`config.mk`:
```
export PLATFORM = sky130hd
export DESIGN_NAME = regfile_access_ctrl
export DESIGN_NICKNAME = d
export VERILOG_FILES = /design/src/rtl/regfile_access_ctrl.sv
export SDC_FILE = /design/constraint.sdc
export NUM_CORES = 1
export LEC_CHECK = 0
export BUFFER_PORTS_ARGS = -buffer_cell sky130_fd_sc_hd__buf_4
export CAP_MARGIN = 10
export CORE_MARGIN = 2
export CORE_UTILIZATION = 46
export CTS_CLUSTER_DIAMETER = 150
export DETAILED_ROUTE_END_ITERATION = 10
export GPL_TIMING_DRIVEN = 0
export HOLD_SLACK_MARGIN = 0.03
export PLACE_DENSITY = 0.81
export SYNTH_ARGS = -nofsm -noshare
export SYNTH_HDL_FRONTEND = slang
export SYNTH_SLANG_ARGS = --single-unit
```
`constraint.sdc`:
```
create_clock -name clk -period 2.4 [get_ports clk]
set_clock_uncertainty 0.15 [all_clocks]
set_input_delay 0.48 -clock clk [delete_from_list [all_inputs] [get_ports clk]]
set_output_delay 0.48 -clock clk [all_outputs]
set_load 0.01 [all_outputs]
```
`src/rtl/regfile_access_ctrl.sv`:
```
// Register-file access sequencer: core write-back, debug host, clear sequence.
// Optional debug write protection: define RFCTRL_WRITE_PROTECT_EN.
module regfile_access_ctrl #(
  parameter int              XLEN      = 32,
  parameter logic [XLEN-1:0] CLR_VALUE = '0,
  parameter logic [XLEN-1:0] SP_INIT   = XLEN'(32'h0000_0FFC)
) (
  input  logic            clk,
  input  logic            rst_n,
  input  logic            cpu_halted,
  input  logic            cpu_we,
  input  logic [4:0]      cpu_rd,
  input  logic [XLEN-1:0] cpu_wdata,
  input  logic [4:0]      cpu_rs2,
  output logic            rf_we,
  output logic [4:0]      rf_rd,
  output logic [XLEN-1:0] rf_wdata,
  output logic [4:0]      rf_rs2,
  input  logic [XLEN-1:0] rf_rdata2,
  input  logic            dbg_valid,
  output logic            dbg_ready,
  input  logic            dbg_write,
  input  logic [4:0]      dbg_addr,
  input  logic [XLEN-1:0] dbg_wdata,
  output logic            dbg_rsp_valid,
  input  logic            dbg_rsp_ready,
  output logic [XLEN-1:0] dbg_rsp_data,
  input  logic            clr_start,
`ifdef RFCTRL_WRITE_PROTECT_EN
  input  logic [31:0]     wp_mask,
  output logic            dbg_rsp_err,
`endif
  output logic            clr_busy,
  output logic            clr_done
);

  typedef enum logic [2:0] {
    S_IDLE,
    S_DBG_RD,
    S_DBG_WR,
    S_RSP,
    S_CLEAR
  } state_t;

  state_t          r_state;
  state_t          w_state_nxt;
  logic [4:0]      r_addr;
  logic [XLEN-1:0] r_wdata;
  logic [XLEN-1:0] r_rdata;
  logic [4:0]      r_idx;
  logic            r_clr_done;
  logic            w_wp_hit;
  logic            w_accept;
  logic            w_clr_go;

`ifdef RFCTRL_WRITE_PROTECT_EN
  logic r_err;
  assign w_wp_hit    = wp_mask[r_addr];
  assign dbg_rsp_err = r_err;
`else
  assign w_wp_hit = 1'b0;
`endif

  assign w_clr_go  = (r_state == S_IDLE) & cpu_halted & clr_start;
  assign dbg_ready = (r_state == S_IDLE) & cpu_halted & ~clr_start;
  assign w_accept  = dbg_valid & dbg_ready;

  assign rf_rs2        = (r_state == S_DBG_RD) ? r_addr : cpu_rs2;
  assign dbg_rsp_valid = (r_state == S_RSP);
  assign dbg_rsp_data  = r_rdata;
  assign clr_busy      = (r_state == S_CLEAR);
  assign clr_done      = r_clr_done;

  // Core write-back always owns the port; clear and debug retry.
  always_comb begin
    rf_we    = 1'b0;
    rf_rd    = cpu_rd;
    rf_wdata = cpu_wdata;
    if (cpu_we) begin
      rf_we = (cpu_rd != 5'd0);
    end else if (r_state == S_CLEAR) begin
      rf_we    = 1'b1;
      rf_rd    = r_idx;
      rf_wdata = (r_idx == 5'd2) ? SP_INIT : CLR_VALUE;
    end else if (r_state == S_DBG_WR) begin
      rf_we    = (r_addr != 5'd0) & ~w_wp_hit;
      rf_rd    = r_addr;
      rf_wdata = r_wdata;
    end
  end

  always_comb begin
    w_state_nxt = r_state;
    unique case (r_state)
      S_IDLE: begin
        if (w_clr_go)
          w_state_nxt = S_CLEAR;
        else if (w_accept)
          w_state_nxt = dbg_write ? S_DBG_WR : S_DBG_RD;
      end
      S_DBG_RD: w_state_nxt = S_RSP;
      S_DBG_WR: if (!cpu_we) w_state_nxt = S_RSP;
      S_RSP:    if (dbg_rsp_ready) w_state_nxt = S_IDLE;
      S_CLEAR:  if (!cpu_we && r_idx == 5'd31) w_state_nxt = S_IDLE;
      default:  w_state_nxt = S_IDLE;
    endcase
  end

  always_ff @(posedge clk or negedge rst_n) begin
    if (!rst_n) begin
      r_state    <= S_IDLE;
      r_addr     <= '0;
      r_wdata    <= '0;
      r_rdata    <= '0;
      r_idx      <= '0;
      r_clr_done <= 1'b0;
`ifdef RFCTRL_WRITE_PROTECT_EN
      r_err      <= 1'b0;
`endif
    end else begin
      r_state    <= w_state_nxt;
      r_clr_done <= 1'b0;
      unique case (r_state)
        S_IDLE: begin
          if (w_clr_go) begin
            r_idx <= 5'd1;
          end else if (w_accept) begin
            r_addr  <= dbg_addr;
            r_wdata <= dbg_wdata;
          end
        end
        S_DBG_RD: begin
          r_rdata <= (r_addr == 5'd0) ? '0 : rf_rdata2;
`ifdef RFCTRL_WRITE_PROTECT_EN
          r_err   <= 1'b0;
`endif
        end
        S_DBG_WR: begin
          if (!cpu_we) begin
            r_rdata <= '0;
`ifdef RFCTRL_WRITE_PROTECT_EN
            r_err   <= w_wp_hit;
`endif
          end
        end
        S_CLEAR: begin
          if (!cpu_we) begin
            r_idx <= r_idx + 5'd1;
            if (r_idx == 5'd31)
              r_clr_done <= 1'b1;
          end
        end
        default: ;
      endcase
    end
  end

endmodule

```
# --- Yosys cells after proc, flatten, opt, wreduce, memory -nomap -nowiden ---
# Cells that the tools add are included.
totals:
  ff_bits: 78
  out_inout_bits: 79
  in_bits: 119
classes:
  add_sub_neg: 1
  n_mux: 27
  eq_ne: 12
  bitwise_logic: 6
  reduce_logical: 12
op_table:
  columns: ["cell", "n"]
  rows:
  - ["$mux W32", 5]
  - ["$pmux W32 S2", 1]
  - ["$mux W5", 6]
  - ["$mux W3", 5]
  - ["$pmux W3 S5", 1]
  - ["$mux W12", 1]
  - ["$pmux W5 S2", 1]
  - ["$reduce_bool A5 Y1", 2]
  - ["$eq A3 B2 Y1 const B", 2]
  - ["$mux W1", 6]
  - ["$ne A2 B2 Y1 const B", 3]
  - ["$reduce_and A3 Y1", 2]
  - ["$add A5 B1 Y5 const B", 1]
  - ["$eq A5 B2 Y1 const B", 1]
  - ["$eq A5 B5 Y1 const B", 1]
  - ["$logic_not A5 Y1", 1]
  - ["$and A1 B1 Y1", 4]
  - ["$ne A2 B1 Y1 const B", 2]
  - ["$reduce_and A4 Y1", 1]
  - ["$reduce_bool A2 Y1", 2]
  - ["$eq A3 B1 Y1 const B", 1]
  - ["$eq A3 B3 Y1 const B", 1]
  - ["$logic_not A3 Y1", 1]
  - ["$ne A3 B3 Y1 const B", 1]
  - ["5 further kinds", 6]

# --- Depth between registers and ports, before layout ---
# Gate-level depths: netlist of run 1.
logic_depth:
  depth_word: 7
  depth_mapped: 6
  depth_no_buf: 5

# --- Worst setup path after synthesis of run 1 ---
# No wires, ideal clock.
synth_timing:
  kind: "input port to output port"
  startpoint: "in cpu_we"
  endpoint: "out rf_wdata[12]"
  setup_slack_ns: 0.131
  path_stages: 5
  t_arrival_ns: 1.639
  cell_sequence: "buf_2 nor4b_4 clkbuf_1 nand2_1 a21oi_1"
synth_between:
  elab_chain_len: 1
synth_lines:
  columns: ["element", "line", "rtl"]
  rows:
  - ["start: declaration", "11", "input logic cpu_we,"]
  - ["$mux W32", "79", "if (cpu_we) begin"]
  - ["end: declaration", "17", "output logic [XLEN-1:0] rf_wdata,"]
# No other way between the ends.

# --- Final worst setup path of run 1 ---
layout_timing:
  startpoint: "reg r_state[0]"
  endpoint: "out rf_rd[1]"
layout_between:
  elab_chain_len: 4
  word_cells_on_any_way: 5
  cone_classes: "eq/ne: 2; mux: 3"
layout_lines:
  columns: ["element", "line", "rtl"]
  rows:
  - ["start: declaration", "45", "state_t r_state;"]
  - ["start signal: assignment", "121", "r_state <= w_state_nxt;"]
  - ["$eq A3 B2 Y1", "85", "end else if (r_state == S_DBG_WR) begin"]
  - ["$mux W5", "85", null]
  - ["$mux W5 (*)", "81", "end else if (r_state == S_CLEAR) begin"]
  - ["$mux W5 (*)", "79", null]
  - ["end: declaration", "16", "output logic [4:0] rf_rd,"]
# Every way passes the cells marked *; elsewhere a longest branch is shown, timed or not.

==> results.cfg, run 1 <==
[finish]
multi_input_area_um2 = 1980
final_cells = 696
fillers = 583
layout-drive-gt1-share_pct = 55.2
area_growth_pct = 59.3
nets = 708
antenna_cells = 0
seq_area_um2 = 1950

[routing]
wl_um = 12800
routedWlPerCell_um = 18.5
num_vias = 3904
vias_per_cell = 5.61
drcViolationCount = 0
dr.pass1.iters = 4
route.antenna.remaining_nets = 0
drt_iter0_markers = 251

[yosys]
synth_cells = 361
syn_nets = 483
synth_cell_type_count = 36
netlist.area_leader.share_pct = 50.2
synth_top_cell_by_area = dfrtp_1
ys_seq_area_share_pct = 50.2
yosys_warnings = 0
yosys_register_bits = 78
async_reset_ff_share_pct = 100
netlist_area_um2 = 3890
synth-edff-count = 0
synth_ff_type = dfrtp_1
syn_avg_cell_area_um2 = 10.8
synthTopCellsByArea = dfrtp_1 50%, mux2_2 12%, a32o_1 8.2%

[setup_path]
reg2reg_from = r_state[0]
crit_required_ns = 1.77
critPathLaunchType = flop
crit_slowest_cell = or4b_4
crit_arrival_ns = 2.02
cp_cell_sequence = buf_6 -> or4b_4 -> buf_12 -> o22ai_2 -> nor2_1 -> buf_4
cp-end-kind = primary output
cp-startpoint = r_state[0]
critPathBufInv = 3
cpLargestDelayFamily = simple AND/OR/NAND/NOR gates
cpPeakStageDelay_ns = 0.58
path_class = reg2out
crit_fanout = 5

[timing]
grt_setup_unrepaired = true
fmax_ghz = 0.378
drv_slew = 0
worst_pin_slew_ns = 1.00
fin_crit_sh_pct = 110
tns_ns = -8.13
hold_viol_final = 0
post-route-min-period_ns = 2.65
setup_ws_ns = -0.246
slew_headroom_pct = 33.3
setup_viol = 43

[placement]
dp_hpwl_um = 8870
dp.cells = 662
routabilityCongestion = 0.820
portBuffers = 196

[clocking]
cts-root-buf = clkbuf_8
clk_pin_slew_ns = 0.09
cts_buffer_depth = 2
numCtsBuffers = 9
clock_latency_ns = 0.34
clock-sinks = 78
cts_hold_buffers = 0
htreeDepth = 3
tritoncts = built

[status]
violations = setup timing
outcome = finished, violations left

[worst_hold_path]
hold_path_class = in2async

[global_routing]
grt.overflow.total = 0
grt_util_met3_pct = 5.72
grt_pass1_wl_um = 19500
top_usage_layer = met2
grt_pass1_vias = 3984
gr-usage-met1_pct = 33.0
grtUsageTotal_pct = 27.8
grt_antenna_before_repair = 0
grt_start_max_net_pins = 79
grt_use_met2_pct = 49.0

[power]
vdd_drop_max_v = 0.000549
leakage_uw = 0.00303
cellPowerDensity_nw_per_um2 = 1030

[floorplan]
start_util_pct = 47.3
dieHeight_um = 95.9
row_count = 33
die_w_um = 95.9
coreArea_um2 = 8220
io_pins = 198
dieArea_um2 = 9200

[job]
drv_cap = 0
[final cells by class]
class / instances / area share, %
Buffer: 31 / 3.48
Tap cell: 105 / 2.12
Sequential cell: 78 / 31.6
Multi-Input combinational cell: 250 / 31.9
Inverter: 1 / 0.0606
Timing Repair Buffer: 215 / 27.5
Clock inverter: 5 / 1.03
Clock buffer: 11 / 2.28
[routing by layer]
metal  vias to the layer above  share of wire [%]
met5                         -                  0
met4                         0                3.0
met3                        30                6.5
met2                       162                 52
met1                      1921                 38
li1                       1791                  -
[power by group]
part / switching, uW / internal [uW]
clock: 511 / 521
sequential: 345 / 1820
combinational: 1490 / 1690
[timing repair]
action	4_1_cts	5_1_grt
resized for setup	76	10
setup buffers	15	3
pin swaps	23	6
setup endpoints to repair	44	44
gates cloned	4	0
[metrics by stage]
stage	power [uW]	utilization, %	cell area [um2]	worst slack [ns]	hold slack [ns]
global route	6750	75.3	6190	-0.313	0.203
finish	6380	75.3	6190	-0.246	0.131
CTS	6350	75.2	6180	-0.254	0.182
detailed placement	4920	66.8	5490	-0.265	0.333
global placement	4800	66.8	5490	-0.293	0.325
floorplan	3680	-	3890	0.131	0.0344
[placed cells by master (no fill, tap or decap), drive strengths merged]
cell type	synthesis	routed
clkbuf	16	24
a21o	1	1
nor4	1	1
or3	2	2
a32o	32	32
a221oi	1	1
a31oi	11	11
a21oi	23	23
nand2b	1	1
o21ai	2	2
nor2b	13	13
ha	3	3
o22ai	5	5
a211o	2	2
inv	1	4
or4b	2	2
clkinvlp	0	1
nand3b	1	1
nor3b	1	1
a21bo	1	1
buf	17	233
o31a	2	2
a311oi	2	2
nand2	63	64
nor4b	4	4
nand3	1	1
mux2	43	43
bufinv	0	1
and2	3	3
o211ai	11	11
dfrtp	78	78
nor3	5	5
nor2	11	11
and3	2	2
[cell usage after synthesis (all sizes together), types with 2 or more instances]
master  count
buf        17
o31a        2
a31oi      11
nand2      63
clkbuf     16
a32o       32
o21ai       2
or4b        2
nor2b      13
nor2       11
and2        3
ha          3
or3         2
o22ai       5
nor4b       4
nor3        5
mux2       43
a311oi      2
a211o       2
o211ai     11
a21oi      23
dfrtp      78
and3        2
[cell families (layout without fill, tap and decap cells)]
logic type	count (synthesis)	after routing	share of synthesized area [%]
adder cells (fa/ha/maj)	3	3	0.966
AND/OR/NAND/NOR	110	111	14.2
buffers and inverters	34	263	3.96
flip-flops	78	78	50.2
AO/OA/AOI/OAI	93	93	18.2
multiplexers	43	43	12.5
[sequential cells by signal, indices dropped and copies added, names as in the netlist]
name,flops
r_wdata,32
r_idx,5
dbg_rsp_data,32
r_addr,5
clr_done,1
r_state,3
[worst paths after layout]
kind | endpoint | slack (ns) | cells past startpoint
max | rf_rd[1] | -0.25 | 6
min | r_wdata[17] | 0.13 | 1
max reg2reg | dbg_rsp_data[3] | 0.17 | 8
min reg2reg | dbg_rsp_data[13] | 0.35 | 1
max in group asynchronous | r_state[2] | 1.24 | 1
min in group clk | r_wdata[19] | 0.21 | 2
No activity file was read; power rests on OpenSTA's default activity.
==> run 2: changes to the inputs <==
==> constraint.sdc (replaced) <==
create_clock -name clk -period 2.5 [get_ports clk]
set_clock_uncertainty 0.15 [all_clocks]
set_input_delay 0.5 -clock clk [delete_from_list [all_inputs] [get_ports clk]]
set_output_delay 0.5 -clock clk [all_outputs]
set_load 0.01 [all_outputs]
==> run 2 against run 1 <==
Effect of this change: clock power down 4%; via count is 1.2% lower; design area fell by 0.26%; non-clock buffer count unchanged; critical endpoint unchanged; power fell by 4.1%; die area is the same; largest power group unchanged; first-iteration DRC count fell by 22%; the run still ends with setup timing left.
==> results.cfg, run 2 (synthesized netlist as in run 1, its figures left out) <==
[status]
outcome = finished, violations left
violations = setup timing

[clocking]
tritoncts = built
cts_buffer_depth = 2
numCtsBuffers = 9
clock_latency_ns = 0.34
htreeDepth = 3
clk_pin_slew_ns = 0.09
cts-root-buf = clkbuf_8
clock-sinks = 78

[timing]
fin_crit_sh_pct = 107
slew_headroom_pct = 34.2
drv_slew = 0
hold_viol_final = 0
fmax_ghz = 0.374
setup_ws_ns = -0.171
worst_pin_slew_ns = 0.987
setup_viol = 37
post-route-min-period_ns = 2.67
grt_setup_unrepaired = true
whs_ns = 0.145

[setup_path]
path_depth = 6
crit_slowest_cell = or4b_4
crit_fanout = 5
crit_required_ns = 1.85
cpLargestDelayFamily = simple AND/OR/NAND/NOR gates
reg2reg_depth = 6
cpPeakStageDelay_ns = 0.58
crit_arrival_ns = 2.02
path_class = reg2out
cp-end-kind = primary output
cp_cell_sequence = buf_6 -> or4b_4 -> buf_12 -> o22ai_2 -> nor2_1 -> buf_4
critPathLaunchType = flop
critPathBufInv = 3

[placement]
dp_hpwl_um = 8870
pre_cts_slack_ns = -0.205
routabilityCongestion = 0.820
portBuffers = 196

[routing]
vias_per_cell = 5.54
routedWlPerCell_um = 18.2
wl_um = 12700
num_vias = 3856
route.antenna.remaining_nets = 0
drt_iter0_markers = 196
dr.pass1.iters = 5
drcViolationCount = 0

[power]
vdd_drop_max_v = 0.000529
netSwitchingPower_uw = 2250
cellPowerDensity_nw_per_um2 = 991
switching_share_pct = 36.7
pwr-share-comb_pct = 49.9
seqPwrFrac_pct = 33.9
power.internal_uw = 3870
p_clk_share_pct = 16.2
leakage_uw = 0.00302

[finish]
nets = 708
seq_area_um2 = 1950
antenna_cells = 0
multi_input_area_um2 = 1980
final_common_cell = buf_4
layout-drive-gt1-share_pct = 55.2
fillers = 584
area_growth_pct = 58.9
mostFrequentLayoutCells = 205 x buf_4, 76 x dfrtp_1, 56 x nand2_1

[floorplan]
start_util_pct = 47.3
die_w_um = 95.9
coreArea_um2 = 8220
io_pins = 198
dieArea_um2 = 9200
row_count = 33
dieHeight_um = 95.9

[worst_hold_path]
hold_path_class = in2async

[global_routing]
grt_pass1_vias = 3956
grt_antenna_before_repair = 0
grt_pass1_wl_um = 19300
grtUsageTotal_pct = 27.5
grt.overflow.total = 0
grt_start_max_net_pins = 79

[job]
drv_cap = 0
run 2: changes by cell type in the layout (fill, tap and decap cells not counted), sizes merged:
cell | previous run | this run
buf | 233 | 232
clkbuf | 24 | 25
run 2: power groups by stage:
stage               Clock [uW]  Combinational [uW]  Sequential, uW
finish                     991                3060            2070
global placement             0                2570            2040
CTS                       1000                2970            2070
floorplan                    0                1470            2070
global route              1050                3290            2130
detailed placement           0                2650            2070
run 2: worst reg2reg max path, stage by stage, from the launching register on:
cell	delay, ns
dfrtp_2	0.45
buf_4	0.15
buf_4	0.12
nor4b_2	0.27
nand2_1	0.35
buf_2	0.34
mux2_2	0.31
run 2: what timing repair did:
action | CTS | global route
hold endpoints to repair | 0 | 0
setup endpoints to repair | 44 | 43
buffers inserted | 14 | 4
resized for setup | 66 | 18
pin swaps | 23 | 7
hold buffers | 0 | 0
gates cloned | 4 | 0
run 2: routing by layer:
| metal | track usage, % | wire length, um | vias up |
|---|---|---|---|
| met5 | 0 | 0 | - |
| met4 | 11.7 | 410 | 0 |
| met3 | 5.56 | 844 | 30 |
| met2 | 48.1 | 6610 | 157 |
| met1 | 32.8 | 4800 | 1884 |
| li1 | - | - | 1785 |
run 2: stage by stage:
stage | setup TNS, ns | cell area [um2] | cells | total power (uW) | util [%]
floorplan | 0 | 3890 | 361 | 3540 | -
global placement | -4.56 | 5490 | 662 | 4610 | 66.8
detailed placement | -3.83 | 5490 | 662 | 4730 | 66.8
CTS | -4.65 | 6130 | 695 | 6040 | 74.6
global route | -6.93 | 6170 | 696 | 6470 | 75.1
finish | -4.24 | 6170 | 696 | 6120 | 75.1
run 2: final cells by class:
type | count | share of cell area [%]
clock inverter | 5 | 1.03
clock buffer | 11 | 2.29
timing repair buffer | 215 | 27.3
tap | 105 | 2.13
inverter | 1 | 0.0608
multi-input combinational | 250 | 32.1
sequential | 78 | 31.7
buffer | 31 | 3.43
run 2: final timing paths:
check / from / endpoint / slack, ns
worst max-delay path: r_state[0] / rf_rd[1] / -0.17
worst min-delay path: rst_n / r_wdata[17] / 0.15
worst max register to register: r_state[0] / r_wdata[11] / 0.25
worst min register to register: dbg_rsp_data[23] / dbg_rsp_data[23] / 0.35
max in group asynchronous: rst_n / r_state[2] / 1.33
min in group clk: dbg_wdata[19] / r_wdata[19] / 0.23
